## src/rtl/spi_master_pkg.sv

```systemverilog
// Shared definitions for the SPI mode-0 initiator: default geometry and FSM state encoding.
package spi_master_pkg;

    localparam int DEFAULT_DIV   = 4;
    localparam int DEFAULT_WIDTH = 8;

    typedef enum logic [2:0] {
        ST_IDLE   = 3'd0,
        ST_SETUP  = 3'd1,
        ST_HIGH   = 3'd2,
        ST_LOW    = 3'd3,
        ST_FINISH = 3'd4
    } state_e;

    // Plain constants for the state register, kept bit-identical to state_e.
    localparam logic [2:0] S_IDLE   = 3'd0;
    localparam logic [2:0] S_SETUP  = 3'd1;
    localparam logic [2:0] S_HIGH   = 3'd2;
    localparam logic [2:0] S_LOW    = 3'd3;
    localparam logic [2:0] S_FINISH = 3'd4;

endpackage

```

## src/rtl/spi_master_if.sv

```systemverilog
// Request/response and serial pins of the SPI initiator, seen from both sides.
interface spi_master_if
    import spi_master_pkg::*;
#(
    parameter int WIDTH = DEFAULT_WIDTH
);

    logic             start;
    logic [WIDTH-1:0] din_tx;
    logic             busy;
    logic             done;
    logic [WIDTH-1:0] dout_rx;
    logic             ss;
    logic             sck;
    logic             mosi;
    logic             miso;

    modport master (
        input  start, din_tx, miso,
        output busy, done, dout_rx, ss, sck, mosi
    );

    modport slave (
        output start, din_tx, miso,
        input  busy, done, dout_rx, ss, sck, mosi
    );

endinterface

```

## src/rtl/spi_sck_gen.sv

```systemverilog
// Half-period timer: one-cycle tick every DIV clk cycles while enabled; count restarts whenever en is low.
module spi_sck_gen
    import spi_master_pkg::*;
#(
    parameter int DIV = DEFAULT_DIV
) (
    input  logic clk,
    input  logic rst,
    input  logic en,
    output logic tick
);

    localparam int CW = (DIV > 1) ? $clog2(DIV) : 1;
    localparam logic [CW-1:0] LAST = CW'(DIV - 1);

    logic [CW-1:0] cnt;

    always_ff @(posedge clk) begin
        if (rst || !en) begin
            cnt <= '0;
        end else if (cnt == LAST) begin
            cnt <= '0;
        end else begin
            cnt <= cnt + CW'(1);
        end
    end

    assign tick = en && (cnt == LAST);

endmodule

```

## src/rtl/spi_master.sv

```systemverilog
// SPI mode-0 initiator, MSB first, one WIDTH-bit transfer per accepted start.
// Build option SPI_MASTER_MISO_SYNC_EN: 2-flop miso synchronizer, sampled at the end of sck high (DIV>=3).
module spi_master
    import spi_master_pkg::*;
#(
    parameter int DIV   = DEFAULT_DIV,
    parameter int WIDTH = DEFAULT_WIDTH
) (
    input logic          clk,
    input logic          rst,
    spi_master_if.master bus
);

    localparam int CNT_W = $clog2(WIDTH + 1);
    localparam logic [CNT_W-1:0] LAST_BIT = CNT_W'(WIDTH);

    logic [2:0]       state;
    logic [CNT_W-1:0] bit_cnt;
    logic [WIDTH-1:0] tx_sr;
    logic [WIDTH-1:0] rx_sr;
    logic [WIDTH-1:0] dout_q;
    logic             done_q;
    logic             tick;
    logic             miso_q;
    logic             sample;

    generate
        if (DIV < 1 || DIV > 255) begin : g_div_range
            $error("spi_master: DIV must be in 1..255");
        end
    endgenerate

`ifdef SPI_MASTER_MISO_SYNC_EN
    logic [1:0] miso_sync;

    generate
        if (DIV < 3) begin : g_div_sync
            $error("spi_master: DIV must be >= 3 with the miso synchronizer");
        end
    endgenerate

    always_ff @(posedge clk) begin
        if (rst) begin
            miso_sync <= '0;
        end else begin
            miso_sync <= {miso_sync[0], bus.miso};
        end
    end

    // Late sampling leaves the two synchronizer stages time to settle within the high phase.
    assign miso_q = miso_sync[1];
    assign sample = tick && (state == S_HIGH);
`else
    assign miso_q = bus.miso;
    assign sample = tick && ((state == S_SETUP) ||
                             ((state == S_LOW) && (bit_cnt != LAST_BIT)));
`endif

    spi_sck_gen #(.DIV(DIV)) u_sck_gen (
        .clk  (clk),
        .rst  (rst),
        .en   (state != S_IDLE),
        .tick (tick)
    );

    always_ff @(posedge clk) begin
        if (rst) begin
            state   <= S_IDLE;
            bit_cnt <= '0;
            tx_sr   <= '0;
            dout_q  <= '0;
            done_q  <= 1'b0;
        end else begin
            done_q <= 1'b0;
            case (state)
                S_IDLE: begin
                    if (bus.start) begin
                        state   <= S_SETUP;
                        tx_sr   <= bus.din_tx;
                        bit_cnt <= '0;
                    end
                end
                S_SETUP: begin
                    if (tick) begin
                        state   <= S_HIGH;
                        bit_cnt <= bit_cnt + CNT_W'(1);
                    end
                end
                S_HIGH: begin
                    if (tick) begin
                        state <= S_LOW;
                        tx_sr <= {tx_sr[WIDTH-2:0], 1'b0};
                    end
                end
                S_LOW: begin
                    if (tick) begin
                        if (bit_cnt == LAST_BIT) begin
                            state <= S_FINISH;
                        end else begin
                            state   <= S_HIGH;
                            bit_cnt <= bit_cnt + CNT_W'(1);
                        end
                    end
                end
                S_FINISH: begin
                    if (tick) begin
                        state  <= S_IDLE;
                        done_q <= 1'b1;
                        dout_q <= rx_sr;
                    end
                end
                default: state <= S_IDLE;
            endcase
        end
    end

    // Reset also clears the partial byte so an aborted transfer leaves nothing behind.
    always_ff @(posedge clk) begin
        if (rst) begin
            rx_sr <= '0;
        end else if (sample) begin
            rx_sr <= {rx_sr[WIDTH-2:0], miso_q};
        end
    end

    assign bus.busy    = (state != S_IDLE);
    assign bus.done    = done_q;
    assign bus.dout_rx = dout_q;
    assign bus.ss      = (state == S_IDLE);
    assign bus.sck     = (state == S_HIGH);
    assign bus.mosi    = tx_sr[WIDTH-1];

endmodule
```

## src/flat_wrapper.sv

```systemverilog
// flat-port wrapper written by rule: the top's interface ports become plain ports
module spi_master_flat import spi_master_pkg::*;
#(
    parameter int DIV   = DEFAULT_DIV,
    parameter int WIDTH = DEFAULT_WIDTH
)
  (clk, rst, bus_start, bus_din_tx, bus_miso, bus_busy, bus_done, bus_dout_rx, bus_ss, bus_sck, bus_mosi);
  spi_master_if #(.WIDTH(WIDTH)) bus_i ();
  input logic clk;
  input logic rst;
  input wire logic [$bits(bus_i.start)-1:0] bus_start;
  input wire logic [$bits(bus_i.din_tx)-1:0] bus_din_tx;
  input wire logic [$bits(bus_i.miso)-1:0] bus_miso;
  output wire logic [$bits(bus_i.busy)-1:0] bus_busy;
  output wire logic [$bits(bus_i.done)-1:0] bus_done;
  output wire logic [$bits(bus_i.dout_rx)-1:0] bus_dout_rx;
  output wire logic [$bits(bus_i.ss)-1:0] bus_ss;
  output wire logic [$bits(bus_i.sck)-1:0] bus_sck;
  output wire logic [$bits(bus_i.mosi)-1:0] bus_mosi;
  assign bus_i.start = bus_start;
  assign bus_i.din_tx = bus_din_tx;
  assign bus_i.miso = bus_miso;
  assign bus_busy = bus_i.busy;
  assign bus_done = bus_i.done;
  assign bus_dout_rx = bus_i.dout_rx;
  assign bus_ss = bus_i.ss;
  assign bus_sck = bus_i.sck;
  assign bus_mosi = bus_i.mosi;
  spi_master #(.DIV(DIV), .WIDTH(WIDTH)) u_core (.clk(clk), .rst(rst), .bus(bus_i));
endmodule
```

## config.mk

```make
export PLATFORM = sky130hd
export DESIGN_NAME = spi_master_flat
export DESIGN_NICKNAME = d
export VERILOG_FILES = /design/src/rtl/spi_master_pkg.sv /design/src/rtl/spi_master_if.sv /design/src/rtl/spi_sck_gen.sv /design/src/rtl/spi_master.sv /design/src/flat_wrapper.sv
export SDC_FILE = /design/constraint.sdc
export NUM_CORES = 1
export LEC_CHECK = 0
export BUFFER_PORTS_ARGS = -buffer_cell sky130_fd_sc_hd__buf_2
export CAP_MARGIN = 20
export CORE_MARGIN = 5
export CORE_UTILIZATION = 58
export CTS_CLUSTER_SIZE = 12
export DETAILED_ROUTE_END_ITERATION = 16
export PLACE_DENSITY = 0.82
export SKIP_LAST_GASP = 1
export SYNTH_ARGS = -nofsm -noshare
export SYNTH_HDL_FRONTEND = slang
export SYNTH_SLANG_ARGS = --single-unit
```

## constraint.sdc

```tcl
create_clock -name clk -period 4.1 [get_ports clk]
set_input_delay 0.205 -clock clk [delete_from_list [all_inputs] [get_ports clk]]
set_output_delay 0.205 -clock clk [all_outputs]
set_load 0.1 [all_outputs]
```

Yosys cells after proc, flatten, opt, wreduce, memory -nomap -nowiden
Index checks and enable logic that the tools add are counted.
{ "op_classes": {"muxes": 16, "add_sub_neg": 2, "n_bitwise": 1, "n_eq_ne": 13, "reduce_logical": 16} }
{ "op_table": {"columns": ["op", "count"], "rows": [
  ["3-bit 2-to-1 mux", 6],
  ["4-bit 2-to-1 mux", 4],
  ["8-bit 2-to-1 mux", 2],
  ["8-bit case mux with 2 select lines", 1],
  ["3-bit case mux with 5 select lines", 1],
  ["4-bit case mux with 3 select lines", 1],
  ["5-bit AND reduction", 2],
  ["2-bit by 1-bit inequality test with 1-bit output, second input constant", 4],
  ["3-bit by 2-bit == test with 1-bit output, second input constant", 2],
  ["3-bit nonzero test", 2],
  ["4-bit by 1-bit adder with 4-bit output, second input constant", 1],
  ["4-bit == test, second input constant", 1],
  ["2-bit inequality test, second input constant", 2],
  ["4-bit inequality test, second input constant", 1],
  ["2-bit OR reduction", 2],
  ["3-bit by 1-bit == test with 1-bit output, second input constant", 1],
  ["3-bit == test, second input constant", 1],
  ["1-bit logical AND", 3],
  ["3-bit zero test", 1],
  ["3-bit AND reduction", 1],
  ["2-bit by 1-bit adder with 2-bit output, second input constant", 1],
  ["2-bit == test, second input constant", 1],
  ["1-bit logical OR", 2],
  ["2-bit AND reduction", 1],
  ["other kinds (4)", 4]
]} }
{ "word_totals": {"word_cells": 55, "inputBits": 12, "out_inout_bits": 13, "register_bits": 34} }

Longest topological paths before layout
{ "logic_depth": {"ltp_word": 4, "mapped_depth": 6, "depth_no_buf": 5} }

Modules after synthesis
From an unflattened synthesis, not the netlist that was laid out.
{ "hier_totals": {"hier_cells": 157, "area_unflattened_um2": 1476.4} }
{ "modules_own_cells": {"columns": ["module", "instances", "cells_each", "seq_area_each_um2", "area_each_um2"], "rows": [
  ["spi_master", 1, 151, 640.6, 1390.1],
  ["spi_sck_gen", 1, 6, 40.0, 86.3]
]} }

Worst setup path before layout
No wires, ideal clock.
{ "synth_timing": {"kind": "register to output", "startpoint": "reg u_core.state[1]", "endpoint": "out bus_busy", "stages_incl_launch_ff": 4, "path_buffers": 1, "t_arrival_ns": 4.016, "setup_slack_ns": -0.121, "t_required_ns": 3.895, "path_cell_list": "dfxtp_1 buf_2 nor3_1 inv_1"} }
{ "synth_via": {"elab_chain_cells": 1} }
{ "synth_rtl": {"columns": ["element", "line", "text"], "rows": [
  ["start, declared", "spi_master.sv:17", "logic [2:0] state;"],
  ["start signal, assigned", "spi_master.sv:68", "state <= S_IDLE;"],
  ["start signal, assigned", "spi_master.sv:78", "state <= S_SETUP;"],
  ["start signal, assigned", "spi_master.sv:85", "state <= S_HIGH;"],
  ["3-bit nonzero test", "spi_master.sv:126", "assign bus.busy = (state != S_IDLE);"],
  ["end, declared", "flat_wrapper.sv:14", "output wire logic [$bits(bus_i.busy)-1:0] bus_busy;"]
]} }
No other way between the ends.

Final worst setup path
{ "layout_timing": {"startpoint": "reg u_core.state[1]", "endpoint": "out bus_sck"} }
{ "layout_via": {"elab_chain_cells": 1} }
{ "layout_rtl": {"columns": ["element", "line", "text"], "rows": [
  ["3-bit by 2-bit == test with 1-bit output", "spi_master.sv:130", "assign bus.sck = (state == S_HIGH);"],
  ["end, declared", "flat_wrapper.sv:18", "output wire logic [$bits(bus_i.sck)-1:0] bus_sck;"]
]} }
No other way between the ends.

==> qor.yml <==
critical_path:
  critical_path_arrival_ns: 2.07
  crit_path_end_kind: "primary output"
  worstSetupPathType: "register to primary output"
  required_ns: 3.89
  cp_max_fo: 17
  critPathSlowestCell: "dfxtp_1"
  start_kind: "register"
  cp_slowest_stage_delay_ns: 0.68
  path_cells: "or3b_1 -> inv_1 -> buf_2"
synthesis:
  ys_types: 35
  synth_compound_area_frac: 0.2067
  post_synth_mux_area_share: 0.02083
  synth_fa_ha_area_frac: 0.02500
  postSynthCellCount: 175
  synth_area_leader_cell: "dfxtp_1"
  synth-edff-count: 0
  synth_top_family_by_area: "simple AND/OR/NAND/NOR gates"
  synth_flop_cell: "dfxtp_1"
  synth_top_cells_by_area: "dfxtp_1 (45%), a21oi_1 (8.7%), nand2_1 (6.0%), nand3_1 (5.3%), a311oi_1 (4.7%)"
  yosys_register_bits: 34
  yosys.cell_count.top_type: "dfxtp_1"
  synthesis.nets: 190
  synth_simple_gate_area_frac: 0.2308
  synth_area_sq_um: 1501
  synth_top_area_frac: 0.4533
  ys_warn_count: 0
  synth_area_per_cell_sq_um: 8.580
  synth_xor_area_frac: 0
  ys_async_sr_fraction: 0
  yosys-top-cells-count: "dfxtp_1 (34), a21oi_1 (26), nand2_1 (24), nand3_1 (16)"
  ys_seq_area_frac: 0.4533
grt:
  grt-ovfl-total: 0
  grt.total_usage: 0.1799
  grt_max_degree: 36
  grt_pass1_vias: 1112
  antenna_found_initial: 0
  grt_first_pass_wirelength_um: 4905
pwr:
  peakVddDrop_mv: 0.3116
  leakagePower_nw: 0.6301
  p_total_mw: 0.5985
  power_density_nw_per_um2: 363.2
placed_design:
  finalWeightedCongestion: 0.7890
  portBuffers: 24
  dpl.hpwl_um: 1953
timing:
  slew_viol_final: 0
  setup_viol: 0
  relSlewSlack: 0.5953
  setup_tns_ns: 0
  final.setup_skew_ns: 0.004953
  max_freq_mhz: 440.1
  rsz0062_at_grt: "false"
  period_share: 0.5542
  worstMarginPinSlew_ns: 0.6071
  whs_ns: 0.1192
  hold_violations: 0
  fin_crit_ns: 2.272
detailed_routing:
  viasPerCell: 5.882
  routed-wl-met2_um: 1369
  drc: 0
  wl_met1_um: 1367
  drtPass1Iterations: 4
  drtIter0Drc: 40
  top_layer: "met4"
  wl_met3_um: 180
  wl_per_cell_um: 13.46
  drt_wl_total_um: 2961
  via_count: 1294
  postRouteAntennaNets: 0
cts:
  cts_buffers: 5
  cts_root_buffer: "clkbuf_4"
  cts_resized: 0
  clock_path_buffers: 2
  postCtsSetupBuffers: 0
  cts_hold_buf: 0
  clock_sinks: 34
  clock_latency_ns: 0.33
  cts_tree: "yes"
  htree_num_levels: 2
  path_clk_slew_ns: 0.10
layout:
  syn_to_final_growth_pct: 9.750
  num-nets-final: 204
  n_antenna_cell: 0
  drive_gt1_frac: 0.2000
hold_path:
  hold_path.class: "input pin to register"
die:
  ios: 25
  placementRows: 18
  fp.coreArea_sq_um: 2477
  start_util: 0.6061
  dieArea_sq_um: 3706
  die_h_um: 60.88
  die_w_um: 60.88
status:
  status: "completed"
job:
  drv_cap: 0
==> critical path, delay by kind of cell (launching register included) <==
kind / cells / cell delay, ns
and+or+nand+nor: 1 / 0.54
buffers and inverters: 2 / 0.51
DFF: 1 / 0.68
==> cell type report <==
| type | count | area, sq um |
|---|---|---|
| clock buffer | 6 | 51.30 |
| clock inverter | 2 | 12.51 |
| fill | 215 | 829.5 |
| inverter | 4 | 15.01 |
| multi-input combinational | 120 | 730.7 |
| sequential | 34 | 680.7 |
| tap | 30 | 37.54 |
| timing repair buffer | 24 | 120.1 |
==> report_power, final <==
group          switching [mW]  internal [mW]
clock network           0.116         0.0824
registers             0.00599          0.338
logic                  0.0381         0.0180
==> layer usage <==
layer,track usage,vias to the layer above
met3,0.04894,4
met1,0.2258,586
li1,-,658
met4,0.09907,0
met5,0,-
met2,0.2794,46
==> registers in the layout, indices dropped and copies added (netlist names) <==
signal,cells
u_core.tx_sr,8
u_core.state,3
u_core.bit_cnt,4
u_core.bus.done,1
u_core.bus.dout_rx,8
u_core.rx_sr,8
u_core.u_sck_gen.cnt,2
==> logic make-up after synthesis <==
family,after synthesis
buf+inv,21
fa+ha+maj,3
mux,3
flops,34
compound gates,50
simple gates,64
==> path summary, 6_finish.rpt <==
path         depth (start not counted)                       to  slack, ns                    start
max                                  3                  bus_sck       1.83          u_core.state[1]
min                                  3          u_core.tx_sr[0]       0.12            bus_din_tx[0]
max reg2reg                          3          u_core.tx_sr[6]       2.33          u_core.state[1]
min reg2reg                          1  u_core.u_sck_gen.cnt[0]       0.44  u_core.u_sck_gen.cnt[0]
==> metrics by stage <==
stage            util  std cells  worst slack [ns]  instance area [sq um]
6_report       0.6652        220             1.828                   1648
3_3_place_gp   0.6394        212             2.259                   1584
4_1_cts        0.6652        220             1.823                   1648
3_5_place_dp   0.6394        212             2.208                   1584
5_1_grt        0.6652        220             1.682                   1648
2_1_floorplan       -        175             1.186                   1506
==> cell usage in the layout, fill, tap and decap left out, types with 2 or more instances in the layout <==
cell | synthesis | routed
buf_2 | 10 | 24
nor2b_1 | 2 | 2
nand3_1 | 16 | 16
a211oi_1 | 2 | 2
nor4b_1 | 2 | 2
nand2_1 | 24 | 24
nor3_1 | 3 | 2
a21oi_1 | 26 | 26
mux2i_1 | 2 | 2
nor2_1 | 2 | 2
a311oi_1 | 8 | 8
nand3b_1 | 2 | 2
ha_1 | 3 | 3
nand2b_1 | 2 | 2
clkbuf_4 | 0 | 5
o21ai_0 | 10 | 10
dfxtp_1 | 34 | 34
inv_1 | 4 | 4
Power figures use the tool's default switching activity.
